===== config.mk =====
export PLATFORM = sky130hd
export DESIGN_NAME = mc_control_unit
export DESIGN_NICKNAME = d
export VERILOG_FILES = /design/src/rtl/mc_control_unit.sv
export SDC_FILE = /design/constraint.sdc
export NUM_CORES = 1
export LEC_CHECK = 0
export ABC_CLOCK_PERIOD_IN_PS = 4450
export CORE_MARGIN = 2
export CORE_UTILIZATION = 53
export CTS_BUF_LIST = sky130_fd_sc_hd__clkbuf_2 sky130_fd_sc_hd__clkbuf_4 sky130_fd_sc_hd__clkbuf_8
export DETAILED_ROUTE_END_ITERATION = 12
export GPL_TIMING_DRIVEN = 0
export PLACE_DENSITY_LB_ADDON = 0.15
export SLEW_MARGIN = 20
export SYNTH_ARGS = -nofsm -noshare
export SYNTH_HDL_FRONTEND = slang
export SYNTH_SLANG_ARGS = --single-unit

===== constraint.sdc =====
create_clock -name clk -period 4.45 [get_ports clk]
set_input_delay 0.89 -clock clk [delete_from_list [all_inputs] [get_ports clk]]
set_output_delay 0.89 -clock clk [all_outputs]
set_load 0.05 [all_outputs]

===== src/rtl/mc_control_unit.sv =====
// Multi-cycle sequencer for the 8-bit MIPS-subset datapath: owns the PC and the
// FETCH..WB state machine, and drives register-file, ALU, memory and writeback controls.
module mc_control_unit #(
  parameter int PC_W       = 8,
  parameter int MAX_PC     = 11,
  parameter int OUTPUT_REG = 4
) (
  input  logic            clk,
  input  logic            rst_n,
  input  logic            start,
  input  logic [31:0]     inst,
  input  logic            alu_eq,
  input  logic [7:0]      rs_val,
  output logic [PC_W-1:0] imem_addr,
  output logic [4:0]      rf_rs,
  output logic [4:0]      rf_rt,
  output logic [4:0]      rf_wr,
  output logic [2:0]      rf_valid,
  output logic [1:0]      alu_op,
  output logic            alu_src_imm,
  output logic [7:0]      imm,
  output logic            mem_rd,
  output logic [1:0]      wb_sel,
  output logic [PC_W-1:0] link_pc,
  output logic            illegal,
  output logic            busy,
  output logic            done
);

  typedef enum logic [3:0] {
    S_IDLE, S_FETCH, S_DECODE, S_READ, S_EXEC, S_MEM, S_WB, S_DUMP, S_DONE
  } state_t;

  localparam logic [3:0] K_ADDU  = 4'd0;
  localparam logic [3:0] K_SUBU  = 4'd1;
  localparam logic [3:0] K_SLT   = 4'd2;
  localparam logic [3:0] K_JR    = 4'd3;
  localparam logic [3:0] K_ADDIU = 4'd4;
  localparam logic [3:0] K_LW    = 4'd5;
  localparam logic [3:0] K_BEQ   = 4'd6;
  localparam logic [3:0] K_BNE   = 4'd7;
  localparam logic [3:0] K_J     = 4'd8;
  localparam logic [3:0] K_JAL   = 4'd9;
  localparam logic [3:0] K_ILL   = 4'd10;

  localparam logic [PC_W-1:0] MAX_PC_L   = PC_W'(MAX_PC);
  localparam logic [4:0]      OUT_REG_L  = 5'(OUTPUT_REG);

  function automatic logic [3:0] decode_kind(input logic [31:0] w);
    logic [3:0] k;
    k = K_ILL;
    case (w[31:26])
      6'h00: begin
        case (w[5:0])
          6'h21:   k = K_ADDU;
          6'h23:   k = K_SUBU;
          6'h2A:   k = K_SLT;
          6'h08:   k = K_JR;
          default: k = K_ILL;
        endcase
      end
      6'h09:   k = K_ADDIU;
      6'h23:   k = K_LW;
      6'h04:   k = K_BEQ;
      6'h05:   k = K_BNE;
      6'h02:   k = K_J;
      6'h03:   k = K_JAL;
      default: k = K_ILL;
    endcase
    return k;
  endfunction

  function automatic logic [4:0] wr_addr(input logic [31:0] w, input logic [3:0] k);
    logic [4:0] a;
    case (k)
      K_ADDU, K_SUBU, K_SLT: a = w[15:11];
      K_ADDIU, K_LW:         a = w[20:16];
      K_JAL:                 a = 5'd31;
      default:               a = 5'd0;
    endcase
    return a;
  endfunction

  function automatic logic [2:0] read_bits(input logic [3:0] k);
    logic [2:0] v;
    case (k)
      K_ADDU, K_SUBU, K_SLT, K_JR, K_BEQ, K_BNE: v = 3'b110;
      K_ADDIU, K_LW:                             v = 3'b100;
      default:                                   v = 3'b000;
    endcase
    return v;
  endfunction

  function automatic logic is_writer(input logic [3:0] k);
    logic r;
    case (k)
      K_ADDU, K_SUBU, K_SLT, K_ADDIU, K_LW, K_JAL: r = 1'b1;
      default:                                    r = 1'b0;
    endcase
    return r;
  endfunction

  state_t          r_state;
  state_t          w_next;
  logic [31:0]     r_ir;
  logic [PC_W-1:0] r_pc;
  logic [4:0]      r_rf_rs, r_rf_rt, r_rf_wr;
  logic [2:0]      r_rf_valid;
  logic [1:0]      r_alu_op, r_wb_sel;
  logic            r_alu_src_imm, r_mem_rd, r_illegal, r_busy, r_done;
  logic [7:0]      r_imm;
  logic [PC_W-1:0] r_link_pc;

  logic [3:0]      w_kind;
  logic [3:0]      w_kind_in;
  logic [PC_W-1:0] w_pc_inc;
  logic [PC_W-1:0] w_off;
  logic [PC_W-1:0] w_pc_exec;
  logic            w_halt;
  logic            w_unused;

  assign w_kind    = decode_kind(r_ir);
  assign w_kind_in = decode_kind(inst);
  assign w_pc_inc  = r_pc + PC_W'(1);
  assign w_off     = PC_W'($signed(r_ir[7:0]));
  assign w_halt    = (r_pc >= MAX_PC_L);
  assign w_unused  = ^r_ir;

  // State register
  always_ff @(posedge clk or negedge rst_n) begin
    if (!rst_n) begin
      r_state <= S_IDLE;
    end else begin
      r_state <= w_next;
    end
  end

  // Next-state logic
  always_comb begin
    w_next = r_state;
    case (r_state)
      S_IDLE:   if (start) w_next = S_FETCH; else w_next = S_IDLE;
      S_FETCH:  w_next = S_DECODE;
      S_DECODE: w_next = S_READ;
      S_READ:   w_next = S_EXEC;
      S_EXEC:   w_next = S_MEM;
      S_MEM:    w_next = S_WB;
      S_WB:     if (w_halt) w_next = S_DUMP; else w_next = S_FETCH;
      S_DUMP:   w_next = S_DONE;
      S_DONE:   if (start) w_next = S_FETCH; else w_next = S_DONE;
      default:  w_next = S_IDLE;
    endcase
  end

  // PC target resolved in EXEC; branch offsets are relative to the branch itself
  always_comb begin
    w_pc_exec = w_pc_inc;
    case (w_kind)
      K_JR:         w_pc_exec = PC_W'(rs_val);
      K_BEQ:        if (alu_eq)  w_pc_exec = r_pc + w_off; else w_pc_exec = w_pc_inc;
      K_BNE:        if (!alu_eq) w_pc_exec = r_pc + w_off; else w_pc_exec = w_pc_inc;
      K_J, K_JAL:   w_pc_exec = r_ir[PC_W-1:0];
      default:      w_pc_exec = w_pc_inc;
    endcase
  end

  // Registered outputs, loaded on the edge that enters the state they belong to
  always_ff @(posedge clk or negedge rst_n) begin
    if (!rst_n) begin
      r_ir          <= 32'd0;
      r_pc          <= '0;
      r_rf_rs       <= 5'd0;
      r_rf_rt       <= 5'd0;
      r_rf_wr       <= 5'd0;
      r_rf_valid    <= 3'b000;
      r_alu_op      <= 2'd0;
      r_alu_src_imm <= 1'b0;
      r_imm         <= 8'd0;
      r_mem_rd      <= 1'b0;
      r_wb_sel      <= 2'd0;
      r_link_pc     <= '0;
      r_illegal     <= 1'b0;
      r_busy        <= 1'b0;
      r_done        <= 1'b0;
    end else begin
      case (r_state)
        S_IDLE, S_DONE: begin
          if (start) begin
            r_pc   <= '0;
            r_busy <= 1'b1;
            r_done <= 1'b0;
          end
        end
        S_FETCH: begin
          r_ir    <= inst;
          r_rf_rs <= inst[25:21];
          r_rf_rt <= inst[20:16];
          r_imm   <= inst[7:0];
          r_rf_wr <= wr_addr(inst, w_kind_in);
        end
        S_DECODE: r_rf_valid <= read_bits(w_kind);
        S_READ: begin
          r_rf_valid    <= 3'b000;
          r_alu_op      <= (w_kind == K_SUBU) ? 2'd1 : ((w_kind == K_SLT) ? 2'd2 : 2'd0);
          r_alu_src_imm <= (w_kind == K_ADDIU) || (w_kind == K_LW);
        end
        S_EXEC: begin
          r_pc     <= w_pc_exec;
          r_mem_rd <= (w_kind == K_LW);
          if (w_kind == K_JAL) r_link_pc <= w_pc_inc;
          if (w_kind == K_ILL) r_illegal <= 1'b1;
        end
        S_MEM: begin
          r_mem_rd   <= 1'b0;
          r_rf_valid <= (is_writer(w_kind) && (r_rf_wr != 5'd0)) ? 3'b001 : 3'b000;
          r_wb_sel   <= (w_kind == K_LW) ? 2'd1 : ((w_kind == K_JAL) ? 2'd2 : 2'd0);
        end
        S_WB: begin
          r_wb_sel <= 2'd0;
          if (w_halt) begin
            r_rf_rs    <= OUT_REG_L;
            r_rf_valid <= 3'b100;
          end else begin
            r_rf_valid <= 3'b000;
          end
        end
        S_DUMP: begin
          r_rf_valid <= 3'b000;
          r_busy     <= 1'b0;
          r_done     <= 1'b1;
        end
        default: ;
      endcase
    end
  end

  assign imem_addr   = r_pc;
  assign rf_rs       = r_rf_rs;
  assign rf_rt       = r_rf_rt;
  assign rf_wr       = r_rf_wr;
  assign rf_valid    = r_rf_valid;
  assign alu_op      = r_alu_op;
  assign alu_src_imm = r_alu_src_imm;
  assign imm         = r_imm;
  assign mem_rd      = r_mem_rd;
  assign wb_sel      = r_wb_sel;
  assign link_pc     = r_link_pc;
  assign illegal     = r_illegal;
  assign busy        = r_busy;
  assign done        = r_done;

endmodule


* Yosys cells after proc, flatten, opt, wreduce, memory -nomap -nowiden
Memories as Yosys holds them, arrays and structs flattened. Cells that the tools add are included.
Operators by class: reduce and logical (&&, ||, !) cells 25, add/subtract/negate cells 2, equal/unequal tests 45, mux-type cells 32, $lt $le $gt $ge 1
Operators by type and width (count):
- one-hot mux 4 bit (7 select lines) | 2
- equality test 6 bit (second input constant) | 8
- equality test 4 x 3 -> 1 bit (second input constant) | 10
- one-hot mux 4 bit (9 select lines) | 1
- one-hot mux 4 bit (4 select lines) | 2
- one-hot mux 8 bit (4 select lines) | 1
- equality test 6 x 2 -> 1 bit (second input constant) | 4
- equality test 6 x 3 -> 1 bit (second input constant) | 4
- equality test 6 x 4 -> 1 bit (second input constant) | 4
- 2-to-1 mux 8 bit | 3
- equality test 4 x 2 -> 1 bit (second input constant) | 5
- equality test 4 bit (second input constant) | 5
- one-hot mux 8 bit (2 select lines) | 1
- one-hot mux 5 bit (3 select lines) | 1
- equality test 4 x 1 -> 1 bit (second input constant) | 3
- zero test 4 bit | 3
- zero test 6 bit | 2
- one-hot mux 3 bit (4 select lines) | 1
- one-hot mux 5 bit (2 select lines) | 1
- AND reduction 2 bit | 5
- nonzero test 2 bit | 5
- 2-to-1 mux 3 bit | 3
- adder 8 x 1 -> 8 bit (second input constant) | 1
- adder 8 bit | 1
- other kinds (15) | 29
Word-level totals: logic and storage cells 122, input bits 44, memories 1, ROM bits 8, bits in registers 87, output and inout port bits 51
Memory list:
- (name not given) | words 8, bits a word 1, read ports 1, clocked after memory_dff 0, wr ports 0, line 86 | case (k)

* Logic depth before layout (Yosys ltp)
word-level depth 10, mapped depth 8, mapped depth without buffers 8

* Worst setup path before layout
OpenSTA, ideal clock, no wires.
path kind reg-to-reg, start point register r_pc[0], in the netlist imem_addr[0], end point register r_pc[6], in the netlist imem_addr[6], setup slack 2.002 ns, required time 4.364 ns, cell stages (with the launch flop) 9, buffers on the path 0, arrival 2.363 ns, library setup time 0.086 ns, path through dfrtp_1 > ha_1 > fa_1 > a211oi_1 > o21bai_1 > a21oi_1 > xor2_1 > a211o_1 > a32oi_1
Between the ends: word-level cells in the longest chain between the ends 4
Ends and longest elaborated chain:
- start: declaration | line 106 | logic [PC_W-1:0] r_pc;
- start signal: assignment | line 208 | r_pc <= w_pc_exec;
- adder 8 bit / adder 8 x 1 -> 8 bit (equally long branches) | line 160, 161, 124
- 2-to-1 mux 8 bit (on tied branches) | line 161, 160
- one-hot mux 8 bit (4 select lines) * | line 158 | case (w_kind)
- one-hot mux 8 bit (2 select lines) * | line 186 | case (r_state)
Every way passes the cells marked *; elsewhere a longest branch is shown, timed or not. A chain may end at the register's enable or synchronous reset.

==> flow_results.org <==
** Yosys
- In this run, synthesis produced a sequential element count of 61.
- Avg Cell Area, Syn :: 8.597 µm²
- Synthesis produced a netlist with a net count of 495.
- Yosys warning total :: 0
- In the synthesized netlist the dominant register cell turns out to be sky130_fd_sc_hd__dfrtp_1.
- Cell count after synthesis :: 442
- Counting flops with a built-in enable in the synthesized netlist gives 0.
- Netlist cell types :: 65
- Post-synthesis instance area :: 3800 µm²
- Share of synthesized flip-flops with an asynchronous set or reset :: 100.0%
- Summing the sequential cell areas from Yosys gives 40.17% of the chip area.

** Clocking
- Number of CTS-inserted buffers :: 9
- Root buffer cell :: sky130_fd_sc_hd__clkbuf_8
- Source-to-sink clock delay at the later pin of the worst-skew pair :: 360 ps
- In this run, post-CTS repair resized a total of 0 instances.
- The H-tree was split into 3 levels.
- The clock passes through at most 2 buffers.
- Post-CTS setup repair buffer count :: 0
- Clock-pin slew was measured on the worst setup and hold paths at 70 ps.
- TritonCTS built the clock tree.
- Hold buffer count at cts :: 0
- Total number of clock tree sinks :: 61

** Place
- OpenSTA, run right after detailed placement, puts the worst setup slack at 1569 ps.
- Half-perimeter wire length of the detailed placement result :: 7622 µm
- In this run the cell area measured after placement is 4848 µm².
- GPL Wtd Cong :: 0.9099
- Input and output buffers added on the ports amount to 91.

** Timing
- Number of hold violations in the final report :: 0
- Headroom to the max-slew limit came out at 53.27%.
- Slew of the pin with the lowest slew margin :: 695.9 ps
- Based on the critical path, the design can be clocked at up to 360.5 MHz.
- Setup repair after global routing left no endpoint under its margin.
- Between clock sinks in the finished design, the worst skew comes to 10.22 ps.
- Once routing completed, OpenROAD measured the worst setup slack at 1676 ps.
- On the final layout, the worst hold slack is 415.3 ps.
- Sum of negative setup slack :: 0 ps
- Final number of max-transition violations :: 0
- Fin crit period :: 2774 ps
- Setup-failing EPs final :: 0
- Fraction of the cycle the final worst path needs :: 62.34%

** Die
- DIE WIDTH :: 88.68 µm
- Top Ports :: 95
- Row generation in the floorplan step produced 30 rows.
- Die Y-Extent :: 88.68 µm
- Placeable core area :: 6869 µm²
- Effective utilization at floorplan :: 55.32%
- The floorplan step defined a die boundary enclosing 7863 µm².

** Power and ir drop
- Worst vdd rail ir drop :: 0.5040 mV
- Sequential cell fraction of total power :: 26.8%
- In this run, the combinational gates consume 57.9% of the power.
- Net switching fraction of the power :: 49.04%
- Cell internal power was estimated by the tool at 1.835 mW.
- PD cells :: 710.6 nW/µm²
- Net Switching :: 1.766 mW
- Leakage power :: 2.239 nW
- Clock network power share :: 15.4%

** Critical path
- Worst Path Max Fanout :: 8
- Cell count of the worst reg-to-reg path :: 8
- At the worst endpoint, the required time is 3560 ps.
- Setup CP Type :: reg2out
- Across all register-to-register paths, the minimum setup slack is 1990 ps.
- For the worst setup path, the data arrival time is 1880 ps.
- The worst setup path is launched from a flip-flop.
- Tracing the worst setup path back leads to its startpoint at r_ir[5].
- In this run the critical register-to-register path is launched from imem_addr[0].
- The worst setup path is captured at an output port.
- The most critical setup path has its endpoint at imm[5].
- End of the worst register-to-register path :: imem_addr[6]

** Min path
- Worst min-delay path class :: in2async

** Final layout
- With fillers left out, the area of the finished cells amounts to 5066 µm².
- Of the cells placed in the final design, the portion with a size suffix greater than 1 is 9.654%.
- The library cells used most frequently in the layout, excluding fill and tap cells, are sky130_fd_sc_hd__nand2_1 (101), sky130_fd_sc_hd__clkdlybuf4s50_1 (90), sky130_fd_sc_hd__dfrtp_1 (61).
- Number of antenna diodes :: 0
- Growth of design area from synthesis to finish :: 33.32%
- Net count reported at finish :: 598
- Most common library cell in the layout ignoring fill and taps :: sky130_fd_sc_hd__nand2_1

** Global routing
- The initial antenna violation count is 0.
- Via count of the first global-routing pass :: 3,390
- First-pass GRT wire length :: 16,320 µm
- Pin count of the biggest net entering global routing :: 41
- Overall routing resource usage :: 27.06%
- Global route overflow :: 0

** Routing
- The routed layout has 3,689 vias.
- First-pass detailed-route iteration total :: 5
- Via-to-Cell Ratio :: 5.719
- Remaining routing DRC violations :: 0
- After detailed routing, the average wire length per cell comes to 15.74 µm.
- Starting DRT DRC Count :: 369
- Final ANT Viol Nets :: 0
- Total Routed Length :: 10,160 µm

** Run
- Number of max-cap violations :: 0

** Outcome
- The run finished with clean final reports.
==> power by group through the flow <==
stage / logic [mW] / clock network [mW] / registers [mW]
after floorplan: 1.19 / 0 / 1.20
after global placement: 2.01 / 0 / 0.964
after detailed placement: 2.06 / 0 / 0.966
after CTS: 2.07 / 0.555 / 0.958
after global routing: 2.25 / 0.581 / 0.991
final: 2.08 / 0.553 / 0.964
==> final cells by class <==
cell class	instances	area (µm²)
Inverter	8	30.03
Sequential cell	61	1526
Fill cell	551	1803
Tap cell	96	120.1
Timing Repair Buffer	92	928.4
Multi-Input combinational cell	342	2056
Clock inverter	4	72.57
Buffer	31	187.7
Clock buffer	11	145.1
==> state kept, by name, summed over array words and instances (netlist names) <==
signal and cells:
r_ir 19, done 1, mem_rd 1, rf_rs 5, link_pc 8, r_state 4
busy 1, wb_sel 2, illegal 1, alu_src_imm 1, alu_op 2, rf_valid 3
imem_addr 8, rf_wr 5
==> synth_stat cells (2+ instances only) <==
cell	n	area share, %
sky130_fd_sc_hd__nand2_1	101	10
sky130_fd_sc_hd__dfrtp_1	61	40
sky130_fd_sc_hd__o21ai_0	35	4.6
sky130_fd_sc_hd__nor2_1	28	2.8
sky130_fd_sc_hd__nand3_1	26	3.4
sky130_fd_sc_hd__a21oi_1	17	2.2
sky130_fd_sc_hd__buf_4	13	2.6
sky130_fd_sc_hd__clkbuf_1	13	1.3
sky130_fd_sc_hd__xnor2_1	10	2.3
sky130_fd_sc_hd__nor2b_1	9	1.5
sky130_fd_sc_hd__ha_1	8	2.6
sky130_fd_sc_hd__inv_1	8	0.79
sky130_fd_sc_hd__a21o_1	7	1.4
sky130_fd_sc_hd__mux2_4	7	2.8
sky130_fd_sc_hd__nor3_1	7	0.92
sky130_fd_sc_hd__a221oi_1	6	1.4
sky130_fd_sc_hd__xor2_1	6	1.4
sky130_fd_sc_hd__a32oi_1	5	1.2
sky130_fd_sc_hd__nand2b_1	5	0.82
sky130_fd_sc_hd__a211oi_1	4	0.79
sky130_fd_sc_hd__nor4_1	4	0.66
sky130_fd_sc_hd__o211ai_1	4	0.79
sky130_fd_sc_hd__a22oi_1	3	0.59
sky130_fd_sc_hd__a31oi_1	3	0.49
sky130_fd_sc_hd__buf_2	3	0.40
sky130_fd_sc_hd__nand4_1	3	0.49
sky130_fd_sc_hd__a211o_1	2	0.46
sky130_fd_sc_hd__a22o_1	2	0.46
sky130_fd_sc_hd__and3_1	2	0.33
sky130_fd_sc_hd__mux2i_1	2	0.53
sky130_fd_sc_hd__nor3b_1	2	0.40
sky130_fd_sc_hd__nor4b_1	2	0.46
sky130_fd_sc_hd__o21bai_1	2	0.40
==> per-layer routing <==
layer	wire (µm)	vias to the layer above	share of wire, %	global-route usage, %
met5	0	-	0	0
met4	306	0	3.0	13.09
met3	745	31	7.3	4.944
met2	4719	180	46	41.04
met1	4384	1709	43	37.41
li1	-	1769	-	-
==> worst max-delay path, stage by stage, from the launching register on <==
cell and delay, ps:
sky130_fd_sc_hd__dfrtp_1 570, sky130_fd_sc_hd__buf_4 180, sky130_fd_sc_hd__clkdlybuf4s50_1 790
==> worst min-delay path by stage <==
stage	from	endpoint	slack, ps	cells after the start
finish	rst_n	imem_addr[7]	420	1
detailed placement	r_ir[20]	r_ir[20]	470	2
floorplan	r_ir[16]	r_ir[16]	450	2
CTS	rst_n	imem_addr[7]	430	1
global placement	illegal	illegal	460	1
global route	rst_n	imem_addr[7]	440	1
==> metrics by stage <==
step	utilization (%)	power, mW	std cells
after detailed placement	70.58	3.029	630
after CTS	73.75	3.587	645
after floorplan	-	2.395	442
after global routing	73.75	3.823	645
after global placement	70.33	2.977	629
final	73.75	3.600	645
==> logic make-up after synthesis <==
kind of cell | count (synthesis) | share of synthesized area, %
AND/OR/NAND/NOR | 204 | 25.52
AO/OA/AOI/OAI | 104 | 18.44
flip-flops | 61 | 40.17
buffers and inverters | 39 | 5.729
XOR/XNOR | 16 | 3.688
multiplexers | 9 | 3.293
adder cells (fa/ha/maj) | 9 | 3.161
Note: power is estimated with default switching activity, not from simulation.
